File: src/rtl/data_check.sv
// PAM4 PRBS receive checker: hunts the 3,0,3,0,3,0 frame head, self-synchronises to the
// payload, then counts checked bits and bit errors and watches for loss of lock.
module data_check #(
  parameter int unsigned INV_PATTERN = 1,
  parameter int unsigned POLY_LENGHT = 9,
  parameter int unsigned POLY_TAP    = 5,
  parameter int unsigned CNT_W       = 32,
  parameter int unsigned LOCK_WINDOW = 256,
  parameter int unsigned LOSS_THRESH = 16
) (
  input  logic             clk,
  input  logic             rst,
  input  logic             check_enable,
  input  logic             check_stop,
  input  logic [1:0]       data_in,
  output logic             locked,
  output logic             header_det,
  output logic             err_flag,
  output logic             lock_lost,
  output logic [CNT_W-1:0] bit_count,
  output logic [CNT_W-1:0] err_count
);

  localparam int unsigned SyncLen = (POLY_LENGHT + 1) / 2;
  localparam int unsigned SyncW   = $clog2(SyncLen + 1);
  localparam int unsigned WinW    = $clog2(LOCK_WINDOW + 1);
  localparam int unsigned AccW    = $clog2(LOSS_THRESH + 2);
  localparam logic        InvBit  = (INV_PATTERN != 0);
  localparam logic [11:0] HeadPat = 12'b11_00_11_00_11_00;

  typedef enum logic [1:0] {StIdle, StHunt, StSync, StCheck} state_e;

  state_e                 r_state, w_state_d;
  logic [9:0]             r_head, w_head_d;
  logic [POLY_LENGHT-1:0] r_hist;
  logic [SyncW-1:0]       r_sync_cnt, w_sync_d;
  logic [WinW-1:0]        r_win_cnt, w_win_cnt_d;
  logic [AccW-1:0]        r_win_err, w_win_err_d;
  logic [CNT_W-1:0]       r_bit_count, w_bit_d;
  logic [CNT_W-1:0]       r_err_count, w_err_d;
  logic                   r_locked, r_header_det, r_err_flag, r_lock_lost;
  logic                   w_hdr_d, w_errf_d, w_lost_d;

  logic [11:0]            w_head_win;
  logic                   w_p1, w_p0, w_e1, w_e0;
  logic [1:0]             w_nerr;
  logic [CNT_W:0]         w_bit_sum, w_err_sum;
  logic [CNT_W-1:0]       w_bit_sat, w_err_sat;
  logic [AccW-1:0]        w_win_err_sum;
  logic                   w_thresh, w_win_end;

  // Window of the last six symbols, current sample in the low bits.
  assign w_head_win = {r_head, data_in};

  // Prediction from received history only, so the checker self-synchronises.
  assign w_p1 = r_hist[POLY_LENGHT-1] ^ r_hist[POLY_TAP-1] ^ InvBit;
  assign w_p0 = r_hist[POLY_LENGHT-2] ^ r_hist[POLY_TAP-2] ^ InvBit;
  assign w_e1 = data_in[1] ^ w_p1;
  assign w_e0 = data_in[0] ^ w_p0;
  assign w_nerr = {1'b0, w_e1} + {1'b0, w_e0};

  assign w_bit_sum = {1'b0, r_bit_count} + (CNT_W+1)'(2);
  assign w_err_sum = {1'b0, r_err_count} + (CNT_W+1)'(w_nerr);
  assign w_bit_sat = w_bit_sum[CNT_W] ? '1 : w_bit_sum[CNT_W-1:0];
  assign w_err_sat = w_err_sum[CNT_W] ? '1 : w_err_sum[CNT_W-1:0];

  assign w_win_err_sum = r_win_err + AccW'(w_nerr);
  assign w_thresh      = (w_win_err_sum >= AccW'(LOSS_THRESH));
  assign w_win_end     = (r_win_cnt == WinW'(LOCK_WINDOW - 1));

  always_comb begin
    w_state_d   = r_state;
    w_head_d    = '0;
    w_sync_d    = r_sync_cnt;
    w_win_cnt_d = r_win_cnt;
    w_win_err_d = r_win_err;
    w_bit_d     = r_bit_count;
    w_err_d     = r_err_count;
    w_hdr_d     = 1'b0;
    w_errf_d    = 1'b0;
    w_lost_d    = 1'b0;
    if (check_stop) begin
      w_state_d   = StIdle;
      w_win_cnt_d = '0;
      w_win_err_d = '0;
    end else begin
      unique case (r_state)
        StIdle: begin
          if (check_enable) w_state_d = StHunt;
        end
        StHunt: begin
          w_head_d = w_head_win[9:0];
          if (w_head_win == HeadPat) begin
            w_hdr_d   = 1'b1;
            w_bit_d   = '0;
            w_err_d   = '0;
            w_sync_d  = '0;
            w_head_d  = '0;
            w_state_d = StSync;
          end
        end
        StSync: begin
          if (r_sync_cnt == SyncW'(SyncLen - 1)) begin
            w_sync_d  = '0;
            w_state_d = StCheck;
          end else begin
            w_sync_d = r_sync_cnt + 1'b1;
          end
        end
        StCheck: begin
          w_bit_d  = w_bit_sat;
          w_err_d  = w_err_sat;
          w_errf_d = w_e1 | w_e0;
          // Threshold takes precedence over a coincident window end.
          if (w_thresh) begin
            w_lost_d    = 1'b1;
            w_state_d   = StHunt;
            w_win_cnt_d = '0;
            w_win_err_d = '0;
          end else if (w_win_end) begin
            w_win_cnt_d = '0;
            w_win_err_d = '0;
          end else begin
            w_win_cnt_d = r_win_cnt + 1'b1;
            w_win_err_d = w_win_err_sum;
          end
        end
        default: w_state_d = StIdle;
      endcase
    end
  end

  always_ff @(posedge clk or posedge rst) begin
    if (rst) begin
      r_state      <= StIdle;
      r_head       <= '0;
      r_hist       <= '0;
      r_sync_cnt   <= '0;
      r_win_cnt    <= '0;
      r_win_err    <= '0;
      r_bit_count  <= '0;
      r_err_count  <= '0;
      r_locked     <= 1'b0;
      r_header_det <= 1'b0;
      r_err_flag   <= 1'b0;
      r_lock_lost  <= 1'b0;
    end else begin
      r_state      <= w_state_d;
      r_head       <= w_head_d;
      r_hist       <= {r_hist[POLY_LENGHT-3:0], data_in[1], data_in[0]};
      r_sync_cnt   <= w_sync_d;
      r_win_cnt    <= w_win_cnt_d;
      r_win_err    <= w_win_err_d;
      r_bit_count  <= w_bit_d;
      r_err_count  <= w_err_d;
      r_locked     <= (w_state_d == StCheck);
      r_header_det <= w_hdr_d;
      r_err_flag   <= w_errf_d;
      r_lock_lost  <= w_lost_d;
    end
  end

  assign locked     = r_locked;
  assign header_det = r_header_det;
  assign err_flag   = r_err_flag;
  assign lock_lost  = r_lock_lost;
  assign bit_count  = r_bit_count;
  assign err_count  = r_err_count;

endmodule

File: config.mk
export PLATFORM = sky130hd
export DESIGN_NAME = data_check
export DESIGN_NICKNAME = d
export VERILOG_FILES = /design/src/rtl/data_check.sv
export SDC_FILE = /design/constraint.sdc
export NUM_CORES = 1
export LEC_CHECK = 0
export ABC_AREA = 1
export ABC_CLOCK_PERIOD_IN_PS = 5180
export CAP_MARGIN = 20
export CORE_UTILIZATION = 45
export DETAILED_ROUTE_END_ITERATION = 6
export PLACE_DENSITY_LB_ADDON = 0.25
export SKIP_CTS_REPAIR_TIMING = 1
export SLEW_MARGIN = 10
export SYNTH_ARGS = -nofsm -noshare
export SYNTH_HDL_FRONTEND = slang
export SYNTH_SLANG_ARGS = --single-unit
File: constraint.sdc
create_clock -name clk -period 5.18 [get_ports clk]
set_input_delay 1.036 -clock clk [delete_from_list [all_inputs] [get_ports clk]]
set_output_delay 1.036 -clock clk [all_outputs]
set_load 0.01 [all_outputs]
==> results of run 1 <==
==> synth_stat cells, drive strengths merged <==
cell	instances
nand2	320
inv	111
dfrtp	106
nor2	106
nand3	84
o21ai	63
nor3	35
xor2	23
nand4	18
buf	17
ha	16
nand3b	8
a21oi	7
nor3b	5
a31oi	2
clkinv	2
xnor2	2
a21boi	1
a2bb2oi	1
and2	1
clkbuf	1
o211ai	1
or2	1
==> power by group through the flow <==
stage                     sequential, mW  clock, mW  combinational (mW)
after floorplan                     1.06          0               0.381
after CTS                           1.05      0.690               0.651
after global placement              1.06          0               0.641
final                               1.05      0.670               0.647
after detailed placement            1.06          0               0.646
after global routing                1.07      0.719               0.733
==> flip-flops by register name (all words and copies together) (netlist names) <==
signal / flops
r_sync_cnt: 3
r_win_err: 5
lock_lost: 1
locked: 1
r_hist: 9
r_win_cnt: 9
r_head: 10
err_count: 32
err_flag: 1
r_state: 2
header_det: 1
bit_count: 32
==> how the worst max path moves through the flow <==
stage          startpoint       endpoint
6_report       data_in[1]  err_count[17]
5_1_grt        data_in[1]  err_count[15]
4_1_cts        data_in[1]  err_count[20]
3_5_place_dp   data_in[1]  err_count[17]
3_3_place_gp   data_in[1]  err_count[17]
2_1_floorplan         rst   bit_count[0]
==> final cells by class <==
cell class	count	area share, %
sequential	106	33.9
tap	184	2.95
inverter	113	5.47
clock buffer	12	3.28
timing repair buffer	78	9.99
clock inverter	4	0.336
multi-input combinational	694	44.0
==> cell usage in the layout (no fill, tap or decap), types with 13 or more instances in the layout <==
| cell type | instances |
|---|---|
| o21ai_0 | 35 |
| nand3_2 | 13 |
| nor2_1 | 98 |
| o21ai_1 | 19 |
| dfrtp_1 | 106 |
| xor2_1 | 23 |
| nor3_1 | 30 |
| nand3_1 | 69 |
| nand2_1 | 315 |
| ha_1 | 16 |
| inv_1 | 106 |
| nand4_1 | 18 |
| clkdlybuf4s50_1 | 73 |
==> worst max-delay path, delay by kind of cell <==
family | cells | cell delay (ns)
and+or+nand+nor | 7 | 1.07
AOI/OAI and AO/OA | 1 | 0.09
xor gates and xnor gates | 2 | 0.47
buffers and inverters | 4 | 0.76
adders and majority gates | 3 | 0.69
==> metal layers <==
| layer | wire length (µm) | part of all wire (%) | up-vias |
|---|---|---|---|
| li1 | - | - | 3100 |
| met1 | 8070 | 49 | 2838 |
| met2 | 7620 | 46 | 125 |
| met3 | 694 | 4.2 | 16 |
| met4 | 242 | 1.5 | 0 |
| met5 | 0 | 0 | - |
==> cell families (layout without fill, tap and decap cells) <==
family                   Yosys count  after routing  share of synthesized area, %
AO/OA/AOI/OAI                     75             75                          6.33
XOR/XNOR                          25             25                          3.29
adder cells (fa/ha/maj)           16             16                          3.01
buffers and inverters            131            207                          8.30
flip-flops                       106            106                          39.9
AND/OR/NAND/NOR                  578            578                          39.2
==> results.md, run 1 <==
* Outcome: finished clean
* GR Util met2 at around 37%
* Maximum vdd drop at approximately 0.23 mV
* Hold Path Origin: r_hist[6]
* Clock Sinks at 106
* Vias in the first global route at about 5,600
* Worst hold path class: reg2reg
* Setup slack after layout at 1.34 ns
* Worst slack, placed at roughly 1.0 ns
* Skew final at 0.00561 ns
* CTS tree: done
* Syn-to-layout area delta at 17.6%
* Worst Hold Path EP: r_hist[8]
* Internal power at 1.54 mW
* Multi-input logic area at between 3000 and 4000 µm²
* Final nets at 1,024
* Drt drc at 0
* RSZ-0062 raised after global routing: false
* Total grt overflow at 0
* Synth area leaders: dfrtp_1 40%, nand2_1 18%, inv_1 6.0%
* Overall routed net length at 16,600 µm
* GPL Wtd Cong at between 0.8 and 0.9
* Worst-path clk slew at 0.07 ns
* Placed instance count at around 1,200
* R2R depth at 16
* Placed cell area at 7510 µm²
* CP max stage delay at 0.52 ns
* Final slew viol count at 0
* Yosys warnings at 0
* R2R Setup Slk at 2.14 ns
* CTS Buffer Depth at 2
* Post-Syn Instances at approximately 930
* FMAX at 0.260 GHz
* Critical R2R Launch: r_hist[8]
* Synth top area share at between 30% and 40%
* Die X at 124 µm
* Layout Cells excl Fill at between 1,000 and 1,500
* Row count at 44
* Drt wl/cell at 14.0 µm
* R2R Path End: err_count[17]
* Synthesis-stage register bit count at ~110
* Worst path slowest cell: clkdlybuf4s50_1
* Switching share of power at 34.8%
* Post-DP HPWL at 12,000 µm
* Most Used Layer, Global Route: met2
* Sequential Power Share at 44.4%
* Hold WS at 0.347 ns
* Initial Util at between 40% and 50%
* Worst-path fanout max at 28
* Worst Max-Slew Pin Slew at 0.698 ns
* Normalized max-slew margin at a little over half
* Drt first pass iters at 5
* PwrDens at 303 nW/µm²
* Synth unique cells at 37
* CTS root buf: clkbuf_16
* Vias per Instance at 5.10
* GRT Overall Usage at 23.3%
* 1st-iter DRT viols at 451
* Final Util at 54.0%
* Port bufs at 73
* Register area share after synthesis at around two fifths
* Cell-by-cell trace of the critical path: clkdlybuf4s50_1 -> xor2_1 -> xor2_1 -> inv_1 -> ha_1 -> ha_1 -> ha_1 -> inv_1 -> nand2_4 -> nand3_4 -> clkinv_2 -> nand2_2 -> nor2_4 -> nand3_4 -> nand3_1 -> nand2_1 -> o21ai_0
* Vias at 6,079
* First-pass GRT wire length at approximately 28,000 µm
* Max Cap Viol at 0
* NetSw at 822 µW
* Initial antenna violation count at 0
* Critical Path Sink Type: flop
* Setup TNS at 0 ns
* Final Instance Area at 7820 µm²
* CTS Buf Count at 9
* Leak at about 3.5 nW
* Worst-skew pair later-pin latency at 0.36 ns
* Filler instances at 1,451
* Cell Area, Synth at 6650 µm²
* Crit path arrival time at around 4 ns
* Avg Cell Area, Syn at 7.14 µm²
* Die height at ~120 µm
* Ant diodes at 0
* Syn_nets at 953
* Overall power at 2.37 mW
* Clock share of power at 28.3%
* Share of cells above drive strength 1 at 6.85%
* CP Data Required Time at between 5 and 6 ns
* Min cycle time layout at 3.84 ns
* WS Path Type: in2reg
* CP dominant cell by count: ha_1
* CORE AREA at 14,500 µm²
* Endpoints failing setup at 0
* Tcrit/Tclk final at about three quarters
* Combinational Power Share at 27.3%
* Largest net degree at the start of global routing at between 80 and 90
* Total Die Area at 15,300 µm²
* I/O pins at 74
* Min-Delay Path Depth at 0
* M1 GR Usage at 32.7%
* Biggest area consumer among synthesized cells: dfrtp_1
* Hold Vio Cnt, Final at 0
* Routed Antenna Nets at 0
* Crit path launch type: input pin
* Met3 GRT Util at 2.86%
* H-tree Lvls at 3
* Area occupied by registers at 2650 µm²
Power figures use the tool's default switching activity.
==> inputs of run 2 (changes only) <==
--- a/config.mk
+++ b/config.mk
@@ -6,7 +6,7 @@
 export NUM_CORES = 1
 export LEC_CHECK = 0
 export ABC_AREA = 1
-export ABC_CLOCK_PERIOD_IN_PS = 5180
+export ABC_CLOCK_PERIOD_IN_PS = 3750
 export CAP_MARGIN = 20
 export CORE_UTILIZATION = 45
 export DETAILED_ROUTE_END_ITERATION = 6
==> constraint.sdc (replaced) <==
create_clock -name clk -period 3.75 [get_ports clk]
set_input_delay 0.75 -clock clk [delete_from_list [all_inputs] [get_ports clk]]
set_output_delay 0.75 -clock clk [all_outputs]
set_load 0.01 [all_outputs]
==> run 2 against run 1 <==
  * Sequential share of layout area fell by 0.34 points
  * Non-clock buffer count rose by 3
  * Global-route usage rose by 0.53 points
  * Combinational power rose by 41%
  * Final cell count rose by 0.17%
  * Sequential power rose by 38%
  * Critical path depth did not move
  * Wire length rose by 0.47%
  * Cell area rose by 1.0%
  * Count of clock-buffer cells in the layout did not move
  * Clock power rose by 49%
  * Critical path type unchanged
==> results.md, run 2 (same netlist as run 1, synthesis figures left out) <==
* Initial Util at 45.9% (unchanged)
* Overall routed net length at 16,700 µm (+0.47%)
* Routed Antenna Nets at 0 (unchanged)
* Share of cells above drive strength 1 at 6.84% (-0.014 points)
* Crit path arrival time at 3.70 ns (-0.42 ns)
* Final nets at 1,027 (+0.29%)
* Post-DP HPWL at 12,200 µm (+2.0%)
* I/O pins at 74 (unchanged)
* Worst Max-Slew Pin Slew at 0.795 ns (+0.0966 ns)
* Normalized max-slew margin at 47.0% (-6.4 points)
* Most frequent cells in the layout: 315 x nand2_1, 106 x inv_1, 106 x dfrtp_1
* Syn-to-layout area delta at 18.8%
* Drt wl/cell at 14.0 µm (+0.30%)
* Drt drc at 0 (unchanged)
* Worst hold path class: reg2reg
* Worst Hold Path EP: r_hist[7]
* Top delay family on crit path: simple AND/OR/NAND/NOR gates
* Max Cap Viol at 0 (unchanged)
* Vias per Instance at 5.16 (+1.1%)
* PwrDens at 426 nW/µm² (+41%)
* Clock Sinks at 106 (unchanged)
* Vias at 6,158 (+1.3%)
* Hold Path Origin: r_hist[5]
* Largest net degree at the start of global routing at 59 (-29%)
* Drt first pass iters at 5 (unchanged)
* Final slew viol count at 0 (unchanged)
* Skew final at 0.0102 ns (+0.00456 ns)
* Ant diodes at 0 (unchanged)
* Die X at 124 µm (unchanged)
* Worst-path clk slew at 0.07 ns (about the same)
* CTS Buffer Depth at 2 (unchanged)
* R2R depth at 18 (+2)
* Die height at 124 µm (unchanged)
* Filler instances at 1,391 (-4.1%)
* Setup TNS at 0 ns (unchanged)
* CP max stage delay at 0.51 ns (about the same)
* Vias in the first global route at 5,799 (+3.9%)
* Row count at 44 (unchanged)
* Endpoints failing setup at 0 (unchanged)
* Worst-path fanout max at 28 (unchanged)
* Initial antenna violation count at 0 (unchanged)
* Final Util at 54.5% (+0.54 points)
* Commonest non-fill, non-tap cell in the layout: nand2_1
* CTS Buf Count at 9 (unchanged)
* Leak at 3.56 nW (+0.89%)
* Worst Path Buf+Inv at 4 (unchanged)
* First-pass GRT wire length at 28,300 µm (+2.7%)
* Tcrit/Tclk final at 91.8%
* R2R Setup Slk at 0.76 ns (-1.38 ns)
* Maximum vdd drop at 0.255 mV (+12%)
* GRT Overall Usage at 23.9% (+0.53 points)
* H-tree Lvls at 3 (unchanged)
* R2R Path End: err_count[17]
* Crit path launch type: input pin
* Port bufs at 73 (unchanged)
* 1st-iter DRT viols at 494 (+9.5%)
* CP Data Required Time at 4.00 ns (-1.46 ns)
* CTS root buf: clkbuf_16
* Worst-skew pair later-pin latency at 0.35 ns (about the same)
* Worst path slowest cell: clkdlybuf4s50_1
* Hold Vio Cnt, Final at 0 (unchanged)
* Outcome: finished clean
* CTS tree: done
* CORE AREA at 14,500 µm² (unchanged)
* WS Path Type: in2reg
* GPL Wtd Cong at 0.939 (+5.1%)
* Total Die Area at 15,300 µm² (unchanged)
* RSZ-0062 raised after global routing: false
* CP dominant cell by count: ha_1
* Critical R2R Launch: r_hist[3]
* Total grt overflow at 0 (unchanged)
* Critical Path Sink Type: flop
* Cell-by-cell trace of the critical path: clkdlybuf4s50_1 -> xor2_1 -> xor2_1 -> inv_1 -> ha_1 -> ha_1 -> ha_1 -> inv_1 -> nand2_4 -> nand3_4 -> clkinv_2 -> nand2_2 -> nor2_4 -> nand3_4 -> nand3_1 -> nand2_1 -> o21ai_0
* Min cycle time layout at around 3.4 ns
* Min-Delay Path Depth at 0 (unchanged)
* FMAX at 0.291 GHz
## run 2: cell count changes in the layout (fill, tap and decap cells not counted), sizes merged
cell and delta:
buf +3, clkinvlp -1, clkinv -2, bufinv +2
## run 2: stage by stage
step	instance area, µm²	std cells	hold WS, ns	worst slack, ns	power [mW]
floorplan	6650	931	0.331	0.211	1.99
detailed placement	7590	1178	0.335	-0.0351	2.38
finish	7900	1193	0.341	0.308	3.37
global route	7900	1193	0.357	0.0146	3.57
global placement	7590	1178	0.333	0.0252	2.37
CTS	7900	1193	0.350	0.331	3.40
## run 2: layer usage
metal / wire length, µm / up-vias / GRT usage [%] / part of all wire, %
li1: - / 3108 / - / -
met1: 8030 / 2870 / 33.9 / 48
met2: 7650 / 165 / 37.7 / 46
met3: 784 / 15 / 2.77 / 4.7
met4: 238 / 0 / 7.98 / 1.4
met5: 0 / - / 0 / 0
## run 2: report_power, final
group | internal, mW | total [mW] | switching (mW)
combinational | 0.385 | 0.913 | 0.528
sequential | 1.27 | 1.45 | 0.178
clock | 0.582 | 1.00 | 0.420
total | 2.24 | 3.37 | 1.13
## run 2: cell type report
cell class,instances,area [µm²],share of cell area [%]
multi-input cells,694,3440,43.6
flip-flops and latches,106,2650,33.6
repair buffers,81,841,10.6
inverters,113,428,5.42
clock buffers,12,236,3.00
well taps,184,230,2.92
clock inverters,3,65.1,0.824
## run 2: worst max path at each step
| stage | slack (ns) | from | to | depth (start not counted) |
|---|---|---|---|---|
| floorplan | 0.21 | rst | bit_count[0] | 1 |
| global placement | 0.03 | data_in[1] | err_count[20] | 17 |
| detailed placement | -0.04 | data_in[1] | err_count[17] | 17 |
| CTS | 0.33 | data_in[1] | err_count[17] | 17 |
| global route | 0.01 | data_in[1] | err_count[17] | 17 |
| finish | 0.31 | data_in[1] | err_count[17] | 17 |
## run 2: worst reg2reg max path, stage by stage (launching register included)
cell	delay [ns]
dfrtp_1	0.39
xnor2_1	0.24
xor2_1	0.24
inv_1	0.09
ha_1	0.24
inv_1	0.09
nand2_1	0.05
nand2_1	0.09
ha_1	0.15
inv_1	0.06
nand2_4	0.10
nand3_4	0.09
clkinv_2	0.11
nand2_2	0.09
nor2_4	0.15
nand3_4	0.35
nand3_1	0.23
nand2_1	0.06
o21ai_0	0.09
